$ cat config.mk
export PLATFORM = sky130hd
export DESIGN_NAME = mesm6_mem_arbiter_flat
export DESIGN_NICKNAME = d
export VERILOG_FILES = /design/src/rtl/mesm6_mem_arbiter_if.sv /design/src/rtl/mesm6_mem_arbiter.sv /design/src/flat_wrapper.sv
export SDC_FILE = /design/constraint.sdc
export NUM_CORES = 1
export LEC_CHECK = 0
export BUFFER_PORTS_ARGS = -buffer_cell sky130_fd_sc_hd__buf_2
export CAP_MARGIN = 5
export CORE_ASPECT_RATIO = 0.7
export CORE_MARGIN = 2
export CORE_UTILIZATION = 46
export DETAILED_ROUTE_END_ITERATION = 7
export HOLD_SLACK_MARGIN = 0.15
export PLACE_DENSITY = 0.83
export SLEW_MARGIN = 20
export SYNTH_ARGS = -nofsm -noshare
export SYNTH_HDL_FRONTEND = slang
export SYNTH_SLANG_ARGS = --single-unit
$ cat constraint.sdc
create_clock -name clk -period 5.6 [get_ports clk]
set_input_delay 1.12 -clock clk [delete_from_list [all_inputs] [get_ports clk]]
set_output_delay 1.12 -clock clk [all_outputs]
set_load 0.03 [all_outputs]
$ cat src/rtl/mesm6_mem_arbiter_if.sv
// mesm6_mem_arbiter_if: core ibus/dbus and memory-controller signals shared by the arbiter
// Ports: ibus_* (fetch request/result), dbus_* (read/write request/result),
//        mem_* (single-ported memory handshake), arb_err (sticky fault flag).
// Modports: slave = the arbiter, master = the core/memory side driving it.
interface mesm6_mem_arbiter_if #(
  parameter int ADDR_WIDTH = 15,
  parameter int DATA_WIDTH = 48
);
  logic                  ibus_fetch;
  logic [ADDR_WIDTH-1:0] ibus_addr;
  logic [DATA_WIDTH-1:0] ibus_input;
  logic                  ibus_done;
  logic                  dbus_read;
  logic                  dbus_write;
  logic [ADDR_WIDTH-1:0] dbus_addr;
  logic [DATA_WIDTH-1:0] dbus_output;
  logic [DATA_WIDTH-1:0] dbus_input;
  logic                  dbus_done;
  logic                  mem_req;
  logic                  mem_we;
  logic [ADDR_WIDTH-1:0] mem_addr;
  logic [DATA_WIDTH-1:0] mem_wdata;
  logic [DATA_WIDTH-1:0] mem_rdata;
  logic                  mem_ack;
  logic                  arb_err;
  modport slave (
    input  ibus_fetch, ibus_addr, dbus_read, dbus_write, dbus_addr, dbus_output, mem_rdata, mem_ack,
    output ibus_input, ibus_done, dbus_input, dbus_done, mem_req, mem_we, mem_addr, mem_wdata, arb_err
  );
  modport master (
    output ibus_fetch, ibus_addr, dbus_read, dbus_write, dbus_addr, dbus_output, mem_rdata, mem_ack,
    input  ibus_input, ibus_done, dbus_input, dbus_done, mem_req, mem_we, mem_addr, mem_wdata, arb_err
  );
endinterface

$ cat src/rtl/mesm6_mem_arbiter.sv
// mesm6_mem_arbiter: shares one single-ported memory between the MESM-6 fetch bus and data bus
// Ports: clk (rising edge), reset (async, active-high), bus (mesm6_mem_arbiter_if.slave):
//        ibus fetch request -> ibus_input/ibus_done, dbus read/write -> dbus_input/dbus_done,
//        mem_req/we/addr/wdata out with mem_rdata/mem_ack back, sticky arb_err.
// TIMEOUT: cycles to wait for mem_ack before aborting (0 disables).
// Define MESM6_ARB_ROUND_ROBIN_EN to alternate grants on a tie; default is dbus-first priority.
module mesm6_mem_arbiter #(
  parameter int ADDR_WIDTH = 15,
  parameter int DATA_WIDTH = 48,
  parameter int TIMEOUT    = 255
) (
  input logic clk,
  input logic reset,
  mesm6_mem_arbiter_if.slave bus
);
  localparam int CW = TIMEOUT > 0 ? $clog2(TIMEOUT + 1) : 1;
  localparam logic [1:0] IDLE = 2'd0, IBUS = 2'd1, DBUS = 2'd2, DONE = 2'd3;
  localparam logic [CW-1:0] CNT_MAX  = CW'(TIMEOUT);
  localparam logic [CW-1:0] CNT_LAST = CW'(TIMEOUT > 0 ? TIMEOUT - 1 : 0);

  logic [1:0]            state_q, state_d;
  logic                  mem_req_q, mem_req_d, mem_we_q, mem_we_d;
  logic [ADDR_WIDTH-1:0] mem_addr_q, mem_addr_d;
  logic [DATA_WIDTH-1:0] mem_wdata_q, mem_wdata_d;
  logic [DATA_WIDTH-1:0] ibus_input_q, ibus_input_d, dbus_input_q, dbus_input_d;
  logic                  ibus_done_q, ibus_done_d, dbus_done_q, dbus_done_d;
  logic                  arb_err_q, arb_err_d;
  logic [CW-1:0]         cnt_q, cnt_d;
  logic                  d_req, i_req, d_gnt, tmo;
`ifdef MESM6_ARB_ROUND_ROBIN_EN
  logic                  last_grant_q, last_grant_d;
`endif

  always_comb begin
    state_d      = state_q;
    mem_req_d    = mem_req_q;
    mem_we_d     = mem_we_q;
    mem_addr_d   = mem_addr_q;
    mem_wdata_d  = mem_wdata_q;
    ibus_input_d = ibus_input_q;
    dbus_input_d = dbus_input_q;
    ibus_done_d  = 1'b0;
    dbus_done_d  = 1'b0;
    arb_err_d    = arb_err_q;
    cnt_d        = cnt_q;
    d_req        = bus.dbus_read | bus.dbus_write;
    i_req        = bus.ibus_fetch;
`ifdef MESM6_ARB_ROUND_ROBIN_EN
    last_grant_d = last_grant_q;
    // last_grant 0 = ibus, so a tie goes to whichever bus was not served last
    d_gnt        = d_req & (~i_req | ~last_grant_q);
`else
    d_gnt        = d_req;
`endif
    // ack in the cycle the count would reach TIMEOUT wins over the abort
    tmo          = (TIMEOUT > 0) && !bus.mem_ack && (cnt_q == CNT_LAST);
    if (state_q == IDLE && (d_req | i_req)) begin
      state_d     = d_gnt ? DBUS : IBUS;
      mem_req_d   = 1'b1;
      mem_we_d    = d_gnt & bus.dbus_write;
      mem_addr_d  = d_gnt ? bus.dbus_addr : bus.ibus_addr;
      mem_wdata_d = bus.dbus_output;
      cnt_d       = '0;
      arb_err_d   = arb_err_q | (d_gnt & bus.dbus_read & bus.dbus_write);
`ifdef MESM6_ARB_ROUND_ROBIN_EN
      last_grant_d = d_gnt;
`endif
    end else if (state_q == IBUS || state_q == DBUS) begin
      if (bus.mem_ack || tmo) begin
        state_d     = DONE;
        mem_req_d   = 1'b0;
        ibus_done_d = state_q == IBUS;
        dbus_done_d = state_q == DBUS;
        arb_err_d   = arb_err_q | tmo;
        if (state_q == IBUS) ibus_input_d = tmo ? '0 : bus.mem_rdata;
        else if (tmo || !mem_we_q) dbus_input_d = tmo ? '0 : bus.mem_rdata;
      end else begin
        cnt_d = (cnt_q == CNT_MAX) ? cnt_q : cnt_q + CW'(1);
      end
    end else if (state_q == DONE) begin
      // one dead cycle swallows the request level the core still holds after done
      state_d = IDLE;
    end
  end

  always_ff @(posedge clk or posedge reset) begin
    if (reset) begin
      state_q      <= IDLE;
      mem_req_q    <= 1'b0;
      mem_we_q     <= 1'b0;
      mem_addr_q   <= '0;
      mem_wdata_q  <= '0;
      ibus_input_q <= '0;
      dbus_input_q <= '0;
      ibus_done_q  <= 1'b0;
      dbus_done_q  <= 1'b0;
      arb_err_q    <= 1'b0;
      cnt_q        <= '0;
`ifdef MESM6_ARB_ROUND_ROBIN_EN
      last_grant_q <= 1'b0;
`endif
    end else begin
      state_q      <= state_d;
      mem_req_q    <= mem_req_d;
      mem_we_q     <= mem_we_d;
      mem_addr_q   <= mem_addr_d;
      mem_wdata_q  <= mem_wdata_d;
      ibus_input_q <= ibus_input_d;
      dbus_input_q <= dbus_input_d;
      ibus_done_q  <= ibus_done_d;
      dbus_done_q  <= dbus_done_d;
      arb_err_q    <= arb_err_d;
      cnt_q        <= cnt_d;
`ifdef MESM6_ARB_ROUND_ROBIN_EN
      last_grant_q <= last_grant_d;
`endif
    end
  end

  assign bus.mem_req    = mem_req_q;
  assign bus.mem_we     = mem_we_q;
  assign bus.mem_addr   = mem_addr_q;
  assign bus.mem_wdata  = mem_wdata_q;
  assign bus.ibus_input = ibus_input_q;
  assign bus.ibus_done  = ibus_done_q;
  assign bus.dbus_input = dbus_input_q;
  assign bus.dbus_done  = dbus_done_q;
  assign bus.arb_err    = arb_err_q;
endmodule

$ cat src/flat_wrapper.sv
// flat-port wrapper written by rule: the top's interface ports become plain ports
module mesm6_mem_arbiter_flat 
#(
  parameter int ADDR_WIDTH = 15,
  parameter int DATA_WIDTH = 48,
  parameter int TIMEOUT    = 255
)
  (clk, reset, bus_ibus_fetch, bus_ibus_addr, bus_dbus_read, bus_dbus_write, bus_dbus_addr, bus_dbus_output, bus_mem_rdata, bus_mem_ack, bus_ibus_input, bus_ibus_done, bus_dbus_input, bus_dbus_done, bus_mem_req, bus_mem_we, bus_mem_addr, bus_mem_wdata, bus_arb_err);
  mesm6_mem_arbiter_if #(.ADDR_WIDTH(ADDR_WIDTH), .DATA_WIDTH(DATA_WIDTH)) bus_i ();
  input logic clk;
  input logic reset;
  input wire logic [$bits(bus_i.ibus_fetch)-1:0] bus_ibus_fetch;
  input wire logic [$bits(bus_i.ibus_addr)-1:0] bus_ibus_addr;
  input wire logic [$bits(bus_i.dbus_read)-1:0] bus_dbus_read;
  input wire logic [$bits(bus_i.dbus_write)-1:0] bus_dbus_write;
  input wire logic [$bits(bus_i.dbus_addr)-1:0] bus_dbus_addr;
  input wire logic [$bits(bus_i.dbus_output)-1:0] bus_dbus_output;
  input wire logic [$bits(bus_i.mem_rdata)-1:0] bus_mem_rdata;
  input wire logic [$bits(bus_i.mem_ack)-1:0] bus_mem_ack;
  output wire logic [$bits(bus_i.ibus_input)-1:0] bus_ibus_input;
  output wire logic [$bits(bus_i.ibus_done)-1:0] bus_ibus_done;
  output wire logic [$bits(bus_i.dbus_input)-1:0] bus_dbus_input;
  output wire logic [$bits(bus_i.dbus_done)-1:0] bus_dbus_done;
  output wire logic [$bits(bus_i.mem_req)-1:0] bus_mem_req;
  output wire logic [$bits(bus_i.mem_we)-1:0] bus_mem_we;
  output wire logic [$bits(bus_i.mem_addr)-1:0] bus_mem_addr;
  output wire logic [$bits(bus_i.mem_wdata)-1:0] bus_mem_wdata;
  output wire logic [$bits(bus_i.arb_err)-1:0] bus_arb_err;
  assign bus_i.ibus_fetch = bus_ibus_fetch;
  assign bus_i.ibus_addr = bus_ibus_addr;
  assign bus_i.dbus_read = bus_dbus_read;
  assign bus_i.dbus_write = bus_dbus_write;
  assign bus_i.dbus_addr = bus_dbus_addr;
  assign bus_i.dbus_output = bus_dbus_output;
  assign bus_i.mem_rdata = bus_mem_rdata;
  assign bus_i.mem_ack = bus_mem_ack;
  assign bus_ibus_input = bus_i.ibus_input;
  assign bus_ibus_done = bus_i.ibus_done;
  assign bus_dbus_input = bus_i.dbus_input;
  assign bus_dbus_done = bus_i.dbus_done;
  assign bus_mem_req = bus_i.mem_req;
  assign bus_mem_we = bus_i.mem_we;
  assign bus_mem_addr = bus_i.mem_addr;
  assign bus_mem_wdata = bus_i.mem_wdata;
  assign bus_arb_err = bus_i.arb_err;
  mesm6_mem_arbiter #(.ADDR_WIDTH(ADDR_WIDTH), .DATA_WIDTH(DATA_WIDTH), .TIMEOUT(TIMEOUT)) u_core (.clk(clk), .reset(reset), .bus(bus_i));
endmodule
== Word level (Yosys, flattened, before mapping) ==
Index checks and enable logic that the tools add are counted.
Word-level totals
  bits in registers: 174
  bits of input ports: 132
  output and inout bits: 164
  logic and storage cells: 68
Operators by class
  add/subtract/negate cells: 1
  equal/unequal tests: 8
  mux-type cells: 23
  bitwise logic cells: 9
  reduce and logical (&&, ||, !) cells: 16
Operator list (count)
  $mux W48: 1
  $mux W8: 4
  $eq A8 B8 Y1 const B: 2
  $mux W15: 1
  $mux W1: 12
  $mux W2: 5
  $add A8 B1 Y8 const B: 1
  $reduce_and A5 Y1: 1
  $eq A2 B2 Y1 const B: 2
  $ne A2 B1 Y1 const B: 2
  $or A1 B1 Y1: 4
  $reduce_and A2 Y1: 2
  $reduce_and A4 Y1: 1
  $reduce_bool A2 Y1: 2
  $and A1 B1 Y1: 3
  $logic_or A1 B1 Y1: 3
  $ne A3 B2 Y1 const B: 1
  $reduce_and A3 Y1: 1
  $reduce_bool A3 Y1: 1
  $eq A2 B1 Y1 const B: 1
  $logic_and A1 B1 Y1: 2
  $logic_not A1 Y1: 2
  $logic_not A2 Y1: 1
  $not A1 Y1: 2

== Depth between registers and ports, before layout ==
  depth in word-level cells: 6
  gate-level depth with buffers: 9
  depth with buffers taken out: 5

== Worst setup path after synthesis ==
Ideal clock, no wire load.
  path kind: input to register
  from: input port bus_mem_ack
  to: register u_core.dbus_input_q[11], in the netlist u_core.bus.dbus_input[11]
  library setup time: 0.128 ns
  arrival time: 2.114 ns
  required time: 5.472 ns
  path slack: 3.358 ns
  cell stages on the path: 6
  buffers on the path: 3
  cell sequence: buf_2 > nand2b_1 > buf_2 > clkbuf_1 > nor4b_2 > nand3b_1
On the way
  word-level cells in the longest chain between the ends: 4
  elaborated cells between the ends (all ways): 6
  classes of those cells: mux (1); reduce/logical (5)
RTL lines
  start: declaration: RTL line flat_wrapper.sv:19  | input wire logic [$bits(bus_i.mem_ack)-1:0] bus_mem_ack;
  $logic_not A1 Y1: RTL line mesm6_mem_arbiter.sv:56  | tmo = (TIMEOUT > 0) && !bus.mem_ack && (cnt_q == CNT_LAST);
  $logic_and A1 B1 Y1: RTL line mesm6_mem_arbiter.sv:56
  $logic_or A1 B1 Y1 (on tied branches): RTL line mesm6_mem_arbiter.sv:76, mesm6_mem_arbiter.sv:69
  $reduce_and A5 Y1 (no line)
  end signal: assignment: RTL line mesm6_mem_arbiter.sv:109  | dbus_input_q <= dbus_input_d;
  end: declaration: RTL line mesm6_mem_arbiter.sv:25  | logic [DATA_WIDTH-1:0] ibus_input_q, ibus_input_d, dbus_input_q, dbus_input_d;
Several ways; a longest one is shown, not always the timed one.
A chain may end at the register's enable or synchronous reset.

== Worst setup path in the final report ==
  from: register u_core.state_q[1]
  to: register u_core.dbus_input_q[3], in the netlist u_core.bus.dbus_input[3]
On the way
  word-level cells in the longest chain between the ends: 4
  elaborated cells between the ends (all ways): 8
  classes of those cells: eq/ne (2); bitwise (2); reduce/logical (4)
RTL lines
  start: declaration: RTL line mesm6_mem_arbiter.sv:21  | logic [1:0] state_q, state_d;
  start signal: assignment: RTL line mesm6_mem_arbiter.sv:103  | state_q <= state_d;
  $logic_not A2 Y1: RTL line mesm6_mem_arbiter.sv:57  | if (state_q == IDLE && (d_req | i_req)) begin
  $logic_and A1 B1 Y1: RTL line mesm6_mem_arbiter.sv:57
  $not A1 Y1 (no line)
  $reduce_and A5 Y1 (no line) *
Every way passes the cells marked *; elsewhere a longest branch is shown, timed or not.

==> results.sh <==
export IMPL_status="finished, final reports clean"
export IMPL_synth_yosys_seq_area_share_pct=50.4
export IMPL_ir_drop_v=0.000335
export IMPL_coreArea_um2=18200
export IMPL_r2r_slack_ns=2.54
export IMPL_grt_util_all_layers_pct=25.9
export IMPL_fin_crit_ns=3.06
export IMPL_die_w_um=168
export IMPL_cts_resized=0
export IMPL_insertion_delay_ns=0.42
export IMPL_critPathMaxFanout=74
export IMPL_ys_types=44
export IMPL_routed_top_layer="met5"
export IMPL_seq_area_um2=4350
export IMPL_slowest_delay_ns=0.87
export IMPL_critPathBufInv=2
export IMPL_endpoint="u_core.bus.dbus_input[3]$_DFFE_PP0P_"
export IMPL_maxCapViolations=0
export IMPL_finalSetupTns_ns=0
export IMPL_synth_ff_type="dfrtp_1"
export IMPL_overflow=0
export IMPL_synthAdderAreaFrac_pct=1.01
export IMPL_wl_met2_um=11900
export IMPL_area_growth_synth_to_final_pct=25.2
export IMPL_cts_path_max_buffers=2
export IMPL_place_hpwl_um=16700
export IMPL_reg2reg_depth=6
export IMPL_grt_first_pass_wirelength_um=41800
export IMPL_die_height_um=119
export IMPL_powerDensity_nw_per_um2=646
export IMPL_crit_required_ns=5.90
export IMPL_wl_met1_um=11600
export IMPL_wirelength_um=25900
export IMPL_antenna_found_initial=1
export IMPL_via_per_inst=5.89
export IMPL_synth_compound_area_share_pct=18.0
export IMPL_final_max_slew_viol_count=0
export IMPL_worst_setup_path_end_kind="register"
export IMPL_yosys_area_top_type="dfrtp_1"
export IMPL_die_area_um2=19900
export IMPL_io_pins=296
export IMPL_route_vias_total=8138
export IMPL_cts_buffers=17
export IMPL_htree_levels=4
export IMPL_path_clk_slew_ns=0.07
export IMPL_synth_top_cells_by_area="dfrtp_1 50%, o211ai_1 8.3%, nand2_1 6.5%"
export IMPL_hold_path_class="register to register"
export IMPL_fmax_mhz=327
export IMPL_nets=1272
export IMPL_worstSetupPathType="register to register"
export IMPL_clkSinkCount=174
export IMPL_rsz0062_at_grt="no"
export IMPL_synthArstFlopShare_pct=100
export IMPL_cp_start_kind="register"
export IMPL_grt_start_max_net_pins=125
export IMPL_crit_start="u_core.state_q[1]$_DFFE_PP0P_"
export IMPL_wl_met3_um=2090
export IMPL_fillers=1560
export IMPL_worst_pin_slew_ns=0.973
export IMPL_synthMuxAreaShare_pct=0.362
export IMPL_drt_initial_drc_count=945
export IMPL_post_cts_buffers=0
export IMPL_yosysWarnings=0
export IMPL_synth_seq_cells=174
export IMPL_skew_ns=0.0109
export IMPL_synth_nets=1039
export IMPL_final_common_cell="buf_2"
export IMPL_synth_top_area_share_pct=50.4
export IMPL_mostFrequentLayoutCells="295 x buf_2, 174 x dfrtp_1, 149 x nand2_1, 96 x o211ai_1, 94 x o21ai_0"
export IMPL_r2r_end="u_core.bus.dbus_input[3]$_DFFE_PP0P_"
export IMPL_netlist_instances=900
export IMPL_firstDrtPassIters=8
export IMPL_synth_top_family_by_area="simple AND/OR/NAND/NOR gates"
export IMPL_path_depth=6
export IMPL_hold_violations=0
export IMPL_synth_edf_count=0
export IMPL_placed_area_um2=10100
export IMPL_slowest_stage="o31a_2"
export IMPL_setup_viol=0
export IMPL_postRouteAntennaNets=0
export IMPL_syn_area_um2=8650
export IMPL_slew_headroom_pct=35.1
export IMPL_cts_hold_buf=0
export IMPL_yosys_area_share_xor_xnor_pct=0
export IMPL_rows=41
export IMPL_cp_data_arrival_time_ns=3.35
export IMPL_cts_root_buf="clkbuf_16"
export IMPL_synthSimpleGateAreaFrac_pct=22.4
export IMPL_multiInputGateArea_um2=3630
export IMPL_wire_per_inst_um=18.7
export IMPL_initial_utilization_pct=47.5
export IMPL_drive_gt1_share_pct=32.1
export IMPL_io_buffers=295
export IMPL_drcViolationCount=0
export IMPL_final_area_um2=10800
export IMPL_timing_rr_start="u_core.state_q[1]$_DFFE_PP0P_"
export IMPL_critPathTopFamily="buffers and inverters"
export IMPL_grt_pass1_vias=7702
export IMPL_routabilityCongestion=0.783
export IMPL_crit_chain="inv_1 > ha_1 > o31a_2 > buf_4 > nor4b_1 > nand3b_1"
export IMPL_avgSynthCellArea_um2=9.61
export IMPL_cts_tree="yes"
export IMPL_fin_crit_sh_pct=54.6
export IMPL_num_antenna_cells=0
export IMPL_power_leakage_nw=4.98
==> worst min-delay path by stage <==
stage          depth (start not counted)  slack, ns                                    to                                 start
4_1_cts                                2       0.48  u_core.bus.mem_wdata[18]$_DFFE_PP0P_  u_core.bus.mem_wdata[18]$_DFFE_PP0P_
3_5_place_dp                           2       0.46  u_core.bus.mem_wdata[39]$_DFFE_PP0P_  u_core.bus.mem_wdata[39]$_DFFE_PP0P_
3_3_place_gp                           2       0.45   u_core.bus.mem_wdata[4]$_DFFE_PP0P_   u_core.bus.mem_wdata[4]$_DFFE_PP0P_
6_report                               2       0.48   u_core.bus.mem_wdata[9]$_DFFE_PP0P_   u_core.bus.mem_wdata[9]$_DFFE_PP0P_
2_1_floorplan                          1       0.50           u_core.cnt_q[2]$_DFFE_PP0P_           u_core.cnt_q[2]$_DFFE_PP0P_
5_1_grt                                2       0.50  u_core.bus.mem_wdata[45]$_DFFE_PP0P_  u_core.bus.mem_wdata[45]$_DFFE_PP0P_
==> cells by family after synthesis <==
family                     after synthesis
and+or+nand+nor                        318
AOI/OAI and AO/OA                      234
DFF                                    174
buffers and inverters                  164
adders and majority gates                7
muxes                                    3
==> metrics by stage <==
| step | setup slack, ns | power (mW) | hold WS [ns] | utilization [%] | instances |
|---|---|---|---|---|---|
| floorplan | 2.26 | 4.67 | 0.498 | - | 900 |
| global placement | 2.21 | 5.51 | 0.452 | 55.6 | 1347 |
| detailed placement | 2.18 | 5.64 | 0.460 | 55.6 | 1347 |
| CTS | 2.55 | 6.94 | 0.478 | 59.1 | 1378 |
| global route | 2.27 | 7.46 | 0.496 | 59.5 | 1381 |
| finish | 2.54 | 6.99 | 0.475 | 59.5 | 1381 |
==> state kept, by name, indices dropped and copies added, names as in the netlist <==
| signal | flops |
|---|---|
| u_core.state_q | 2 |
| u_core.bus.mem_wdata | 48 |
| u_core.bus.dbus_done | 1 |
| u_core.bus.ibus_done | 1 |
| u_core.bus.ibus_input | 48 |
| u_core.bus.dbus_input | 48 |
| u_core.bus.mem_req | 1 |
| u_core.bus.mem_addr | 15 |
| u_core.bus.mem_we | 1 |
| u_core.bus.arb_err | 1 |
| u_core.cnt_q | 8 |
==> layer usage <==
| layer | vias up | global-route usage, % |
|---|---|---|
| li1 | 3715 | - |
| met1 | 4029 | 37.1 |
| met2 | 367 | 39.4 |
| met3 | 25 | 6.56 |
| met4 | 2 | 6.52 |
| met5 | - | 0 |
==> cell usage after synthesis, types with 3 or more instances <==
cell type  number
dfrtp_1       174
nand2_1       149
o211ai_1       96
o21ai_0        94
inv_1          69
clkbuf_1       62
nand4_1        51
nand3b_1       48
nor4b_1        28
buf_2          25
nor4b_2        20
a222oi_1       15
ha_1            7
a31oi_1         6
a21oi_1         5
buf_6           4
nand2b_1        4
o21ai_1         4
a211oi_1        3
and4_1          3
buf_1           3
==> report_power, final <==
| group | switching (mW) | internal (mW) |
|---|---|---|
| Combinational | 2.54 | 1.08 |
| Sequential | 0.320 | 1.76 |
| Clock | 0.539 | 0.757 |
| Total | 3.40 | 3.60 |
==> worst reg2reg max path, cell delays in order, from the launching register on <==
cell      delay [ns]
dfrtp_1         0.40
inv_1           0.14
ha_1            0.39
o31a_2          0.87
buf_4           0.74
nor4b_1         0.19
nand3b_1        0.20
==> layout make-up <==
cell class	count	area share [%]
Multi-Input combinational cell	562	33.6
Sequential cell	174	40.2
Tap cell	236	2.73
Timing Repair Buffer	309	15.2
Clock buffer	17	3.93
Inverter	69	2.43
Clock inverter	14	1.92
Power figures use the tool's default switching activity.
